===== src/rtl/median_frame_sched.sv =====
// Raster-stream scheduler feeding a 3x3 window into a 9-input median engine, one job at a time.
// Optional engine watchdog enabled by defining MEDIAN_SCHED_TIMEOUT_EN.
module median_frame_sched #(
  parameter int WIDTH = 8,
  parameter int IMG_W = 8,
  parameter int IMG_H = 8,
  parameter int TMO   = 63
) (
  input  logic             CLK,
  input  logic             nRST,
  input  logic [WIDTH-1:0] PIX_IN,
  input  logic             PIX_VLD,
  output logic             PIX_RDY,
  output logic [WIDTH-1:0] MED_DI,
  output logic             MED_DSI,
  input  logic [WIDTH-1:0] MED_DO,
  input  logic             MED_DSO,
  output logic [WIDTH-1:0] OUT_PIX,
  output logic             OUT_VLD,
  input  logic             OUT_RDY,
  output logic             EOF,
  output logic             BUSY,
  output logic             ERR
);
  // state | meaning
  // IDLE  | accepting pixels, building lines and window
  // LOAD  | streaming 9 window pixels to the engine
  // WAIT  | waiting for the engine result strobe
  // OUT   | presenting the median until the consumer takes it
  typedef enum logic [1:0] {IDLE, LOAD, WAIT, OUT} state_t;

  localparam int CW = $clog2(IMG_W);
  localparam int RW = $clog2(IMG_H);
  localparam logic [CW-1:0] COL_LAST = CW'(IMG_W - 1);
  localparam logic [RW-1:0] ROW_LAST = RW'(IMG_H - 1);

  state_t           state;
  logic [CW-1:0]    col;
  logic [RW-1:0]    row;
  logic [3:0]       cnt;
  logic             last_win;
  logic [WIDTH-1:0] lb0 [IMG_W];
  logic [WIDTH-1:0] lb1 [IMG_W];
  logic [WIDTH-1:0] win [9];
  logic             accept;

`ifdef MEDIAN_SCHED_TIMEOUT_EN
  localparam int TW = $clog2(TMO + 1);
  logic [TW-1:0] tmo_cnt;
`endif

  assign accept = (state == IDLE) && PIX_VLD && PIX_RDY;

  // Storage is never read before being written in the current frame, so it carries no reset.
  always_ff @(posedge CLK) begin
    if (accept) begin
      for (int r = 0; r < 3; r++) begin
        win[r*3]   <= win[r*3+1];
        win[r*3+1] <= win[r*3+2];
      end
      win[2]   <= lb0[col];
      win[5]   <= lb1[col];
      win[8]   <= PIX_IN;
      lb0[col] <= lb1[col];
      lb1[col] <= PIX_IN;
    end
  end

  always_ff @(posedge CLK or negedge nRST) begin
    if (!nRST) begin
      state    <= IDLE;
      row      <= '0;
      col      <= '0;
      cnt      <= '0;
      last_win <= 1'b0;
      PIX_RDY  <= 1'b0;
      MED_DSI  <= 1'b0;
      MED_DI   <= '0;
      OUT_VLD  <= 1'b0;
      OUT_PIX  <= '0;
      EOF      <= 1'b0;
      BUSY     <= 1'b0;
      ERR      <= 1'b0;
`ifdef MEDIAN_SCHED_TIMEOUT_EN
      tmo_cnt  <= '0;
`endif
    end else begin
      case (state)
        IDLE: begin
          PIX_RDY <= 1'b1;
          if (accept) begin
            if (col == COL_LAST) begin
              col <= '0;
              row <= (row == ROW_LAST) ? '0 : row + RW'(1);
            end else begin
              col <= col + CW'(1);
            end
            if (row >= RW'(2) && col >= CW'(2)) begin
              // Window shifts on this same edge, so top-left after the shift is win[1] now.
              state    <= LOAD;
              PIX_RDY  <= 1'b0;
              BUSY     <= 1'b1;
              MED_DSI  <= 1'b1;
              MED_DI   <= win[1];
              cnt      <= '0;
              last_win <= (row == ROW_LAST) && (col == COL_LAST);
            end
          end
        end
        LOAD: begin
          if (cnt == 4'd8) begin
            MED_DSI <= 1'b0;
            MED_DI  <= '0;
            state   <= WAIT;
`ifdef MEDIAN_SCHED_TIMEOUT_EN
            tmo_cnt <= TW'(TMO - 1);
`endif
          end else begin
            cnt    <= cnt + 4'd1;
            MED_DI <= win[cnt + 4'd1];
          end
        end
        WAIT: begin
          if (MED_DSO) begin
            OUT_PIX <= MED_DO;
            OUT_VLD <= 1'b1;
            EOF     <= last_win;
            state   <= OUT;
          end
`ifdef MEDIAN_SCHED_TIMEOUT_EN
          else if (tmo_cnt == '0) begin
            ERR     <= 1'b1;
            OUT_PIX <= '0;
            OUT_VLD <= 1'b1;
            EOF     <= last_win;
            state   <= OUT;
          end else begin
            tmo_cnt <= tmo_cnt - TW'(1);
          end
`endif
        end
        OUT: begin
          if (OUT_RDY) begin
            OUT_VLD <= 1'b0;
            EOF     <= 1'b0;
            BUSY    <= 1'b0;
            PIX_RDY <= 1'b1;
            state   <= IDLE;
            if (last_win) begin
              row <= '0;
              col <= '0;
            end
          end
        end
        default: state <= IDLE;
      endcase
    end
  end

endmodule


===== config.mk =====
export PLATFORM = sky130hd
export DESIGN_NAME = median_frame_sched
export DESIGN_NICKNAME = d
export VERILOG_FILES = /design/src/rtl/median_frame_sched.sv
export SDC_FILE = /design/constraint.sdc
export NUM_CORES = 1
export LEC_CHECK = 0
export BUFFER_PORTS_ARGS = -buffer_cell sky130_fd_sc_hd__buf_2
export CELL_PAD_IN_SITES_DETAIL_PLACEMENT = 1
export CELL_PAD_IN_SITES_GLOBAL_PLACEMENT = 2
export CORE_UTILIZATION = 33
export CTS_CLUSTER_DIAMETER = 150
export CTS_CLUSTER_SIZE = 28
export DETAILED_ROUTE_END_ITERATION = 16
export MAX_ROUTING_LAYER = met4
export PLACE_DENSITY_LB_ADDON = 0.25
export SLEW_MARGIN = 5
export SYNTH_ARGS = -nofsm -noshare
export SYNTH_HDL_FRONTEND = slang
export SYNTH_SLANG_ARGS = --single-unit

===== constraint.sdc =====
create_clock -name CLK -period 8.8 [get_ports CLK]
set_input_delay 0 -clock CLK [delete_from_list [all_inputs] [get_ports CLK]]
set_output_delay 0 -clock CLK [all_outputs]
set_load 0.03 [all_outputs]

==> reports/qor.tcl, run 1 <==
set qor(clock.fmax_mhz) 262
set qor(detail_route.wl_per_cell_um) 23.2
set qor(critPathKind) {flip-flop to flip-flop}
set qor(fp.dieW_um) 173
set qor(gr-usage-met1_pct) 21.2
set qor(drt-pass1-iter-count) 4
set qor(netlist.area_leader.share_pct) 62.2
set qor(net-switching-power_mw) 1.28
set qor(floorplan.initialDensity_pct) 33.6
set qor(drt_total_wl_um) 24000
set qor(worstHoldPathType) {input port to asynchronous set/reset pin}
set qor(timing.final.crit_share_pct) 43.3
set qor(clockPowerShare_pct) 18.2
set qor(synth-warning-count) 1
set qor(rr_startpoint) {state[0]}
set qor(switching_part_of_the_total_power_pct) 36.6
set qor(clock_insertion_delay_worst_skew_ns) 0.49
set qor(synth-edff-count) 200
set qor(tritoncts_num_sinks) 234
set qor(dpl_worst_slack_ns) 4.62
set qor(arr_time_crit_path_ns) 4.00
set qor(grt_overflow) 0
set qor(finalWeightedCongestion) 0.826
set qor(cts_tree) {yes}
set qor(clock_tree.root_cell) {sky130_fd_sc_hd__clkbuf_16}
set qor(fillers) 2945
set qor(synth_cell_types) 59
set qor(cp_data_required_time_ns) 8.99
set qor(run_status) {complete, no violations}
set qor(grt_setup_unrepaired) {false}
set qor(crit_path_max_fanout) 74
set qor(cts-htree-levels) 1
set qor(port-buffer-count) 41
set qor(ir_drop_uv) 127
set qor(crit_end_element) {flip-flop}
set qor(fraction_of_registers_with_async_set_or_reset_after_synthesis_pct) 14.5
set qor(synth_cells) 589
set qor(area_growth_syn_to_layout_pct) 12.3
set qor(synth_area_um2) 9650
set qor(detailroute.via_count) 5393
set qor(timing.setup.tns_ns) 0
set qor(ys_dominant_reg_cell) {sky130_fd_sc_hd__edfxtp_1}
set qor(postCtsSetupBuffers) 0
set qor(core.rowCount) 62
set qor(globalRouteMet3Util_pct) 2.07
set qor(sequentialPowerShare_pct) 46.1
set qor(first_global_vias) 5771
set qor(groute.usage.overall_pct) 16.6
set qor(drive_above_1_share_pct) 19.9
set qor(max_cap_viol_count) 0
set qor(rrSetupSlack_ns) 4.99
set qor(number_of_inserted_diodes) 0
set qor(die_area_um2) 29900
set qor(fin_total_pwr_mw) 3.49
set qor(ant_nets) 0
set qor(grt_max_degree) 75
set qor(finalSetupViolCount) 0
set qor(worst_slew_margin_rel_pct) 25.9
set qor(fin_nets) 678
set qor(period_needed_ns) 3.81
set qor(coreArea_um2) 28700
set qor(final_hold_viol_count) 0
set qor(mapped_avg_cell_area_um2) 16.4
set qor(cts-root-to-sink-buffers) 3
set qor(leakage_nw) 3.64
set qor(synth.yosys.seq_area_share_pct) 71.0
set qor(synth.net_count) 622
set qor(cts-buffers-inserted) 12
set qor(startpoint_type) {flip-flop}
set qor(ys_top_cells_by_area) {sky130_fd_sc_hd__edfxtp_1 (62%), sky130_fd_sc_hd__dfrtp_1 (8.8%), sky130_fd_sc_hd__mux4_2 (5.6%)}
set qor(groute.layer.met2.usage_pct) 28.4
set qor(number_of_antenna_violations_at_the_first_check_in_global_routing) 0
set qor(share_comb_of_total_power_pct) 35.7
set qor(ios) 43
set qor(detailedPlacementHpwl_um) 15900
set qor(finalMaxSlewViolations) 0
set qor(internal_power_mw) 2.21
set qor(yosys_register_bits) 234
set qor(worst_clock_skew_ns) 0.0237
set qor(clkTransAtPathRegs_ns) 0.11
set qor(final.setup.worst_slack_ns) 4.99
set qor(reg2regPathDepth) 8
set qor(yosys.area.top_type) {sky130_fd_sc_hd__edfxtp_1}
set qor(power.density_cell_area_nw_per_um2) 322
set qor(worst_pin_slew_ns) 1.11
set qor(drtIter0Drc) 430
set qor(vias_per_cell) 5.23
set qor(gr-max-usage-layer) {met2}
set qor(regToRegEndpoint) {lb0[1][5]}
set qor(fp.dieH_um) 173
set qor(route.detailed.drc) 0
set qor(first_pass_grt_wire_length_um) 36700
## registers in the layout (all words and copies together), names as in the netlist
signal	flops
BUSY	1
EOF	1
MED_DI	8
MED_DSI	1
OUT_PIX	8
OUT_VLD	1
PIX_RDY	1
cnt	4
col	3
last_win	1
lb0	64
lb1	64
row	3
state	2
win	72
## metal layers
metal  wire, um  vias up
met3        749       25
met4        450        0
li1           -     2448
met2      12100       82
met1      10700     2838
met5          0        -
## power groups by stage
stage                     logic, mW  registers (mW)  clock network (mW)
final                          1.25            1.61               0.634
after global routing           1.36            1.63               0.683
after CTS                      1.27            1.61               0.657
after detailed placement       1.26            1.64                   0
after global placement         1.23            1.62                   0
after floorplan               0.795            1.68                   0
## through the flow
stage	hold WS [ns]	cells	cell area [um2]	util (%)
after floorplan	-0.296	589	9650	-
after global placement	0.148	993	10300	35.7
after detailed placement	0.163	993	10300	35.7
after CTS	0.173	1032	10800	37.7
after global routing	0.213	1032	10800	37.8
final	0.133	1032	10800	37.8
## critical path: stages, from the launching register on
cell                      delay (ns)
sky130_fd_sc_hd__dfrtp_1        0.43
sky130_fd_sc_hd__inv_1          0.14
sky130_fd_sc_hd__ha_1           0.69
sky130_fd_sc_hd__nand3_1        0.28
sky130_fd_sc_hd__inv_2          0.10
sky130_fd_sc_hd__buf_4          0.71
sky130_fd_sc_hd__nand2_1        0.27
sky130_fd_sc_hd__nor2_1         0.53
sky130_fd_sc_hd__buf_4          0.33
## placed cells by master, fill, tap and decap left out, types with 6 or more instances in the layout
cell type / Yosys / layout
sky130_fd_sc_hd__o22ai_1: 14 / 14
sky130_fd_sc_hd__a22oi_1: 10 / 10
sky130_fd_sc_hd__nand3_1: 9 / 9
sky130_fd_sc_hd__nor2_1: 29 / 29
sky130_fd_sc_hd__nand2_1: 38 / 38
sky130_fd_sc_hd__edfxtp_1: 200 / 200
sky130_fd_sc_hd__dlygate4sd3_1: 0 / 22
sky130_fd_sc_hd__and4_1: 7 / 7
sky130_fd_sc_hd__mux4_2: 24 / 24
sky130_fd_sc_hd__clkbuf_16: 0 / 13
sky130_fd_sc_hd__nor2b_1: 7 / 7
sky130_fd_sc_hd__a21boi_0: 9 / 9
sky130_fd_sc_hd__ha_1: 12 / 12
sky130_fd_sc_hd__o21ai_0: 11 / 11
sky130_fd_sc_hd__dfrtp_1: 34 / 33
sky130_fd_sc_hd__buf_4: 3 / 12
sky130_fd_sc_hd__a221oi_1: 18 / 18
sky130_fd_sc_hd__o211ai_1: 11 / 11
sky130_fd_sc_hd__mux2_2: 26 / 26
sky130_fd_sc_hd__inv_1: 17 / 16
sky130_fd_sc_hd__a211o_1: 8 / 8
sky130_fd_sc_hd__mux2i_1: 6 / 6
sky130_fd_sc_hd__o21ai_1: 11 / 11
sky130_fd_sc_hd__buf_2: 12 / 41
## cells by family (layout without fill, tap and decap cells)
family / count (synthesis) / count (layout) / synth area share, %
flops: 234 / 234 / 71.0
xor+xnor: 1 / 1 / 0.0908
fa+ha+maj: 12 / 12 / 1.56
mux: 57 / 57 / 9.37
simple gates: 107 / 107 / 5.33
buf+inv: 52 / 111 / 2.62
other cells: 1 / 1 / 0.0389
compound gates: 125 / 125 / 9.94
## cells in the mapped netlist, types with 2 or more instances
cell type	number
sky130_fd_sc_hd__a311oi_1	4
sky130_fd_sc_hd__a31oi_1	3
sky130_fd_sc_hd__inv_1	17
sky130_fd_sc_hd__nand2_1	38
sky130_fd_sc_hd__o21ai_1	11
sky130_fd_sc_hd__a211o_1	8
sky130_fd_sc_hd__nand3b_1	2
sky130_fd_sc_hd__mux2_2	26
sky130_fd_sc_hd__o221ai_1	3
sky130_fd_sc_hd__buf_6	4
sky130_fd_sc_hd__o21ai_0	11
sky130_fd_sc_hd__nand2b_1	2
sky130_fd_sc_hd__nor3_1	5
sky130_fd_sc_hd__o22ai_1	14
sky130_fd_sc_hd__mux2i_1	6
sky130_fd_sc_hd__nand3_1	9
sky130_fd_sc_hd__buf_4	3
sky130_fd_sc_hd__dfrtp_1	34
sky130_fd_sc_hd__nand4_1	2
sky130_fd_sc_hd__and3_1	2
sky130_fd_sc_hd__buf_2	12
sky130_fd_sc_hd__clkinv_1	2
sky130_fd_sc_hd__clkbuf_1	12
sky130_fd_sc_hd__o2bb2ai_1	2
sky130_fd_sc_hd__a22oi_1	10
sky130_fd_sc_hd__a22o_1	4
sky130_fd_sc_hd__and4_1	7
sky130_fd_sc_hd__a21boi_0	9
sky130_fd_sc_hd__ha_1	12
sky130_fd_sc_hd__edfxtp_1	200
sky130_fd_sc_hd__a221oi_1	18
sky130_fd_sc_hd__nor2_1	29
sky130_fd_sc_hd__a21oi_1	3
sky130_fd_sc_hd__o211ai_1	11
sky130_fd_sc_hd__mux4_2	24
sky130_fd_sc_hd__nor2b_1	7
## what timing repair did
| action | 4_1_cts | 5_1_grt |
|---|---|---|
| resized for setup | 0 | 0 |
| hold endpoints to repair | 119 | 0 |
| hold buffers | 22 | 0 |
## area by class of cell
class                   count  area, um2  area share [%]
clock buffers              16        337            3.11
flip-flops and latches    234       6860            63.3
clock inverters             1       20.0           0.185
repair buffers             75        515            4.76
multi-input cells         303       2560            23.6
inverters                  19       71.3           0.658
well taps                 384        480            4.43
## how the worst max path moves through the flow
stage                     startpoint   endpoint  slack [ns]  cells past startpoint
after floorplan             state[0]  lb0[0][0]        4.32                      7
after global placement      state[0]  lb0[4][3]        4.83                      7
after detailed placement    state[0]  lb1[4][3]        4.62                      7
after CTS                   state[0]  lb0[4][7]        4.56                      7
after global routing        state[0]  lb0[4][7]        4.63                      7
final                       state[0]  lb0[1][5]        4.99                      8
No activity file was read; power rests on OpenSTA's default activity.
==> inputs of run 2 (changes only) <==
- clock period: 8.8 -> 3.9 ns (I/O delays scaled with it)
==> run 2 against run 1 <==
  * Sequential power up 130%
  * Total power up 120%
  * Setup slack worse by 3.7 ns
  * Sequential share of layout area shrank 0.49 points
  * Clock skew grew 0.0037 ns
  * Clock power rose by 120%
  * Fmax up 46%
  * Flip-flop and latch count unchanged
==> reports/qor.tcl, run 2 (synthesis gave the netlist of run 1 again) <==
set qor(worst_slew_margin_rel_pct) 34.2 ;# +8.3 points
set qor(postCtsSetupBuffers) 0 ;# unchanged
set qor(grt_setup_unrepaired) {false}
set qor(clock_tree.root_cell) {sky130_fd_sc_hd__clkbuf_16}
set qor(port-buffer-count) 41 ;# unchanged
set qor(finalMaxSlewViolations) 0 ;# unchanged
set qor(cts-root-to-sink-buffers) 3 ;# unchanged
set qor(crit_chain) {buf_4, buf_4, mux2_2, a221o_1, o2bb2ai_1}
set qor(first_pass_grt_wire_length_um) 36300 ;# -1.3%
set qor(layoutNonFillerInstCount) 1045 ;# +1.3%
set qor(leakage_nw) 3.69 ;# +1.4%
set qor(largest-register) {win}
set qor(post_cts_resize_count) 0 ;# unchanged
set qor(final_area_um2) 10900 ;# +0.77%
set qor(coreArea_um2) 28700 ;# unchanged
set qor(groute.usage.overall_pct) 16.3 ;# -0.32 points
set qor(ir_drop_uv) 261 ;# +110%
set qor(tritoncts_num_sinks) 234 ;# unchanged
set qor(fillers) 2950 ;# +0.17%
set qor(grt_max_degree) 73 ;# -2.7%
set qor(drt_total_wl_um) 23200 ;# -3.0%
set qor(crit_path_max_fanout) 25 ;# -66%
set qor(registers_with_the_most_flip_flops) {win x72, lb0 x64, lb1 x64}
set qor(drive_above_1_share_pct) 21.0 ;# +1.1 points
set qor(finalSetupViolCount) 0 ;# unchanged
set qor(timing.final.crit_share_pct) 67.2 ;# +24 points
set qor(ios) 43 ;# unchanged
set qor(dp_cells) 1003 ;# +1.0%
set qor(fp.dieW_um) 173 ;# unchanged
set qor(core.rowCount) 62 ;# unchanged
set qor(detailroute.via_count) 5391 ;# -0.037%
set qor(commonest_cells_after_routing_fill_and_taps_aside) {sky130_fd_sc_hd__edfxtp_1 (200), sky130_fd_sc_hd__buf_2 (41), sky130_fd_sc_hd__nand2_1 (38)}
set qor(fin_nets) 688 ;# +1.5%
set qor(detailedPlacementHpwl_um) 15500 ;# -2.8%
set qor(final_core_area_utilization_pct) 38.1 ;# +0.29 points
set qor(critPathKind) {flip-flop to flip-flop}
set qor(worst_path_max_delay_cell) {sky130_fd_sc_hd__dfrtp_2}
set qor(worst_clock_skew_ns) 0.0273 ;# +0.00365 ns
set qor(die_area_um2) 29900 ;# unchanged
set qor(clock.fmax_mhz) 382 ;# +46%
set qor(critical_path.most_common_cell) {sky130_fd_sc_hd__buf_4}
set qor(worst_pin_slew_ns) 0.983 ;# -0.128 ns
set qor(route.detailed.drc) 0 ;# unchanged
set qor(first_global_vias) 5837 ;# +1.1%
set qor(place_area_um2) 10300 ;# +0.77%
set qor(finalWeightedCongestion) 0.761 ;# -8.0%
set qor(cts-htree-levels) 1 ;# unchanged
set qor(final_hold_viol_count) 0 ;# unchanged
set qor(grt_overflow) 0 ;# unchanged
set qor(crit_end_element) {flip-flop}
set qor(power.density_cell_area_nw_per_um2) 716 ;# +120%
set qor(drt-pass1-iter-count) 5 ;# +1
set qor(cp_data_required_time_ns) 4.06 ;# -4.93 ns
set qor(period_needed_ns) 2.62 ;# -1.19 ns
set qor(clkTransAtPathRegs_ns) 0.11 ;# about the same
set qor(vias_per_cell) 5.16 ;# -1.3%
set qor(number_of_antenna_violations_at_the_first_check_in_global_routing) 0 ;# unchanged
set qor(arr_time_crit_path_ns) 2.78 ;# -1.22 ns
set qor(max_cap_viol_count) 0 ;# unchanged
set qor(timing.setup.tns_ns) 0 ;# unchanged
set qor(cts-buffers-inserted) 12 ;# unchanged
set qor(drtIter0Drc) 330 ;# -23%
set qor(startpoint_type) {flip-flop}
set qor(cts_tree) {yes}
set qor(largest_register_ff_count) 72 ;# unchanged
set qor(number_of_inserted_diodes) 0 ;# unchanged
set qor(ant_nets) 0 ;# unchanged
set qor(clock_insertion_delay_worst_skew_ns) 0.49 ;# about the same
set qor(worstHoldPathType) {input port to asynchronous set/reset pin}
set qor(most_common_library_cell_in_the_layout_ignoring_fill_and_taps) {sky130_fd_sc_hd__edfxtp_1}
set qor(floorplan.initialDensity_pct) 33.6 ;# unchanged
set qor(area_growth_syn_to_layout_pct) 13.2
set qor(fp.dieH_um) 173 ;# unchanged
set qor(run_status) {complete, no violations}
set qor(critPathMaxStageDelay_ns) 0.72 ;# about the same
set qor(detail_route.wl_per_cell_um) 22.2 ;# -4.2%
## run 2: final timing paths
| check | start | endpoint | slack (ns) | cells after the start |
|---|---|---|---|---|
| setup / recovery | col[1] | lb0[6][1] | 1.28 | 5 |
| hold reg to reg | win[7][4] | win[6][4] | 0.45 | 0 |
| max in group asynchronous | nRST | col[1] | 3.13 | 2 |
| setup reg to reg | col[1] | lb0[6][1] | 1.28 | 5 |
| min in group CLK | MED_DO[1] | OUT_PIX[1] | 0.27 | 3 |
| hold / removal | nRST | OUT_PIX[2] | 0.17 | 2 |
## run 2: worst max-delay path, delay by kind of cell (launching register included)
| kind | cells | cell delay (ns) |
|---|---|---|
| multiplexers | 1 | 0.37 |
| flip-flops | 1 | 0.72 |
| buffers and inverters | 2 | 0.63 |
| AO/OA/AOI/OAI | 2 | 0.55 |
## run 2: metal layers
| metal | global-route usage (%) | vias up | share of wire [%] |
|---|---|---|---|
| met5 | - | - | 0 |
| met1 | 22.3 | 2820 | 47 |
| met3 | 1.85 | 21 | 2.8 |
| li1 | - | 2464 | - |
| met4 | 2.99 | 0 | 1.4 |
| met2 | 26.4 | 86 | 49 |
## run 2: what timing repair did
item | 4_1_cts | 5_1_grt
hold buffers | 22 | 0
endpoints found under the setup margin | 0 | 0
hold endpoints to repair | 118 | 0
## run 2: final cells by class
type                            instances  area, um2  area share [%]
Inverter                               19       75.1           0.687
Clock inverter                          1       20.0           0.183
Sequential cell                       234       6860            62.8
Clock buffer                           19        348            3.18
Tap cell                              384        480            4.40
Multi-Input combinational cell        303       2550            23.4
Timing Repair Buffer                   85        591            5.41
## run 2: stage by stage
stage / hold WS [ns] / setup slack (ns) / total power, mW
CTS: 0.194 / 1.23 / 7.93
floorplan: -0.296 / 0.139 / 5.58
global placement: 0.152 / 1.34 / 6.35
finish: 0.173 / 1.28 / 7.82
detailed placement: 0.174 / 1.29 / 6.48
global route: 0.246 / 1.05 / 8.25
## run 2: where the power goes
| group | internal [mW] | switching, mW | leakage, nW |
|---|---|---|---|
| Clock | 0.639 | 0.785 | 0.177 |
| Sequential | 3.40 | 0.262 | 2.23 |
| Combinational | 0.996 | 1.74 | 1.28 |
| Total | 5.03 | 2.79 | 3.69 |
==> inputs of run 3 (changes only) <==
- ABC_AREA: default -> 1
- clock period: 3.9 -> 2.48 ns (I/O delays scaled with it)
==> run 3 against run 2 <==
  * Sequential power increased by 49%
  * Wire length up 3.3%
  * Largest cell class unchanged
  * Fmax grew 21%
  * Count of clock-buffer cells in the layout is 3 lower
  * Largest power group unchanged
  * Hold slack worse by 0.081 ns
  * Register-to-register slack got worse by 0.96 ns
  * Core utilization up 0.57 points
  * Setup slack lost 0.96 ns
  * Critical endpoint is now OUT_PIX[4]
==> reports/qor.tcl, run 3 <==
set qor(run_status) {complete, no violations}
set qor(fp.dieH_um) 172 ;# -0.34%
set qor(worst_hold_startpoint) {OUT_RDY}
set qor(fillers) 3083 ;# +4.5%
set qor(drtIter0Drc) 330 ;# unchanged
set qor(final_hold_viol_count) 0 ;# unchanged
set qor(number_of_inserted_diodes) 0 ;# unchanged
set qor(route.detailed.drc) 0 ;# unchanged
set qor(vias_per_cell) 4.87 ;# -5.6%
set qor(crit_end_element) {flip-flop}
set qor(period_needed_ns) 2.16 ;# -0.457 ns
set qor(ys_top_cells_by_area) {sky130_fd_sc_hd__edfxtp_1 (63%), sky130_fd_sc_hd__dfrtp_1 (8.9%), sky130_fd_sc_hd__nand2_1 (6.5%)}
set qor(final.setup.worst_slack_ns) 0.318 ;# -0.963 ns
set qor(clock_tree.root_cell) {sky130_fd_sc_hd__clkbuf_16}
set qor(clock.fmax_mhz) 463 ;# +21%
set qor(reg2regPathDepth) 7 ;# +2
set qor(leakage_nw) 4.19 ;# +13%
set qor(grt_overflow) 0 ;# unchanged
set qor(arr_time_crit_path_ns) 2.54 ;# -0.24 ns
set qor(coreArea_um2) 28600 ;# -0.27%
set qor(detail_route.wl_per_cell_um) 19.0 ;# -14%
set qor(synth-edff-count) 200 ;# unchanged
set qor(synth_area_um2) 9580 ;# -0.69%
set qor(number_of_antenna_violations_at_the_first_check_in_global_routing) 0 ;# unchanged
set qor(largest_register_ff_count) 72 ;# unchanged
set qor(cts-buffers-inserted) 12 ;# unchanged
set qor(grt_max_degree) 46 ;# -37%
set qor(internal_power_mw) 7.46 ;# +48%
set qor(area_of_combinational_cells_with_multiple_inputs_um2) 2290 ;# -10%
set qor(worst_clock_skew_ns) 0.0198 ;# -0.00752 ns
set qor(tritoncts_num_sinks) 234 ;# unchanged
set qor(drive_above_1_share_pct) 13.1 ;# -7.9 points
set qor(synth-warning-count) 1 ;# unchanged
set qor(first_pass_grt_wire_length_um) 37700 ;# +4.1%
set qor(clock_insertion_delay_worst_skew_ns) 0.49 ;# about the same
set qor(finalMaxSlewViolations) 0 ;# unchanged
set qor(finalWeightedCongestion) 0.769 ;# +1.1%
set qor(most_common_library_cell_in_the_layout_ignoring_fill_and_taps) {sky130_fd_sc_hd__edfxtp_1}
set qor(cts-htree-levels) 1 ;# unchanged
set qor(worst_slew_margin_rel_pct) 46.6 ;# +12 points
set qor(fp.dieW_um) 172 ;# -0.34%
set qor(yosys_register_bits) 234 ;# unchanged
set qor(cp_data_required_time_ns) 2.86 ;# -1.20 ns
set qor(cts_tree) {yes}
set qor(yosys.area.top_type) {sky130_fd_sc_hd__edfxtp_1}
set qor(grt_setup_unrepaired) {false}
set qor(groute.usage.overall_pct) 17.3 ;# +1.0 points
set qor(clkTransAtPathRegs_ns) 0.11 ;# about the same
set qor(clockPowerShare_pct) 18.8 ;# +0.6 points
set qor(mapped_avg_cell_area_um2) 12.1 ;# -26%
set qor(rrSetupSlack_ns) 0.32 ;# -0.96 ns
set qor(finalSetupViolCount) 0 ;# unchanged
set qor(detailedPlacementHpwl_um) 16300 ;# +5.3%
set qor(crit_path_max_fanout) 9 ;# -64%
set qor(ys_dominant_reg_cell) {sky130_fd_sc_hd__edfxtp_1}
set qor(netlist.area_leader.share_pct) 62.7 ;# +0.43 points
set qor(registers_with_the_most_flip_flops) {win x72, lb0 x64, lb1 x64}
set qor(synth_cells) 789 ;# +34%
set qor(worstHoldPathType) {input port to flip-flop}
set qor(synth_cell_types) 35 ;# -41%
set qor(largest-register) {win}
set qor(port-buffer-count) 41 ;# unchanged
set qor(core.rowCount) 62 ;# unchanged
set qor(layout.area.seq_um2) 6860 ;# about the same
set qor(power.density_cell_area_nw_per_um2) 1080 ;# +50%
set qor(rr_startpoint) {state[0]}
set qor(worst_pin_slew_ns) 0.801 ;# -0.182 ns
set qor(ant_nets) 0 ;# unchanged
set qor(synth_commonest_cells) {sky130_fd_sc_hd__edfxtp_1 (200), sky130_fd_sc_hd__nand2_1 (165), sky130_fd_sc_hd__nand3_1 (105)}
set qor(final_core_area_utilization_pct) 38.6 ;# +0.57 points
set qor(dpl_worst_slack_ns) 0.324 ;# -0.965 ns
set qor(area_growth_syn_to_layout_pct) 15.4
set qor(fin_nets) 907 ;# +32%
set qor(ios) 43 ;# unchanged
set qor(drt-pass1-iter-count) 4 ;# -1
set qor(place_area_um2) 10400 ;# +1.0%
set qor(fraction_of_registers_with_async_set_or_reset_after_synthesis_pct) 14.5 ;# unchanged
set qor(critPathKind) {flip-flop to flip-flop}
set qor(detailroute.via_count) 6142 ;# +14%
set qor(net-switching-power_mw) 4.44 ;# +59%
set qor(startpoint_type) {flip-flop}
set qor(share_comb_of_total_power_pct) 35.3 ;# +0.3 points
set qor(sequentialPowerShare_pct) 45.9 ;# -0.9 points
set qor(final_area_um2) 11100 ;# +1.2%
set qor(worstHoldPathCells) 6
set qor(synth.yosys.seq_area_share_pct) 71.5 ;# +0.49 points
set qor(regToRegEndpoint) {OUT_PIX[4]}
set qor(drt_total_wl_um) 24000 ;# +3.3%
set qor(yosys.cell_count.top_type) {sky130_fd_sc_hd__edfxtp_1}
set qor(die_area_um2) 29700 ;# -0.68%
set qor(floorplan.initialDensity_pct) 33.5 ;# -0.14 points
set qor(synth.net_count) 822 ;# +32%
set qor(cts-root-to-sink-buffers) 3 ;# unchanged
set qor(timing.final.crit_share_pct) 87.2 ;# +20 points
set qor(whs_endpoint) {EOF}
set qor(max_cap_viol_count) 0 ;# unchanged
set qor(switching_part_of_the_total_power_pct) 37.3 ;# +1.7 points
set qor(ir_drop_uv) 457 ;# +75%
set qor(first_global_vias) 6472 ;# +11%
set qor(commonest_cells_after_routing_fill_and_taps_aside) {sky130_fd_sc_hd__edfxtp_1 (200), sky130_fd_sc_hd__nand2_1 (165), sky130_fd_sc_hd__nand3_1 (105)}
## run 3: how the worst max path moves through the flow
| stage | startpoint | endpoint | slack (ns) | cells past startpoint |
|---|---|---|---|---|
| after floorplan | state[0] | lb0[1][0] | -0.53 | 5 |
| after global placement | col[1] | lb0[4][0] | 0.42 | 5 |
| after detailed placement | state[1] | cnt[3] | 0.32 | 6 |
| after CTS | state[0] | OUT_PIX[6] | 0.31 | 7 |
| after global routing | state[0] | OUT_PIX[1] | 0.1 | 7 |
| final | state[0] | OUT_PIX[4] | 0.32 | 7 |
## run 3: through the flow
step / TNS [ns] / instances / total power, mW / hold WS, ns
floorplan: -60.34 / 789 / 8.20 / -0.296
global placement: 0 / 1218 / 9.52 / 0.122
detailed placement: 0 / 1218 / 9.70 / 0.135
CTS: 0 / 1261 / 12.1 / 0.0818
global route: 0 / 1261 / 12.6 / 0.154
finish: 0 / 1261 / 11.9 / 0.0921
## run 3: what timing repair did
action / CTS / global route
hold buffers: 26 / 0
endpoints found under the hold margin: 115 / 0
gates resized for setup: 0 / 0
endpoints found under the setup margin: 0 / 0
buffers inserted: 0 / 0
## run 3: logic make-up (layout without fill, tap and decap cells)
group,after synthesis,in the layout,share of synthesized area [%]
and+or+nand+nor,346,346,16.5
adders and majority gates,12,12,1.57
other,1,1,0.0391
buffers and inverters,106,194,4.80
AOI/OAI and AO/OA,90,90,5.55
DFF,234,234,71.5
## run 3: critical path: stages (launching register included)
cell and delay [ns]:
sky130_fd_sc_hd__dfrtp_1 0.43, sky130_fd_sc_hd__inv_1 0.11, sky130_fd_sc_hd__ha_1 0.24, sky130_fd_sc_hd__nand2_1 0.24
sky130_fd_sc_hd__clkinv_1 0.30, sky130_fd_sc_hd__nand2_1 0.12, sky130_fd_sc_hd__nand2_1 0.06, sky130_fd_sc_hd__dlygate4sd3_1 0.55
## run 3: power groups by stage
stage               logic (mW)  clock network (mW)  registers, mW
floorplan                 2.45                   0           5.76
global placement          4.00                   0           5.52
detailed placement        4.14                   0           5.56
CTS                       4.28                2.34           5.47
global route              4.70                2.42           5.53
finish                    4.20                2.24           5.46
## run 3: cell type report
class	count	share of cell area [%]
sequential	234	62.0
multi-input combinational	449	20.7
timing repair buffer	104	7.18
tap	384	4.35
clock buffer	16	3.04
inverter	73	2.50
clock inverter	1	0.181
## run 3: layer usage
metal  global-route usage [%]  share of wire [%]
met1                     23.1                 48
met2                     28.8                 48
met3                     1.92                2.0
met4                     3.31                1.5
met5                        -                  0
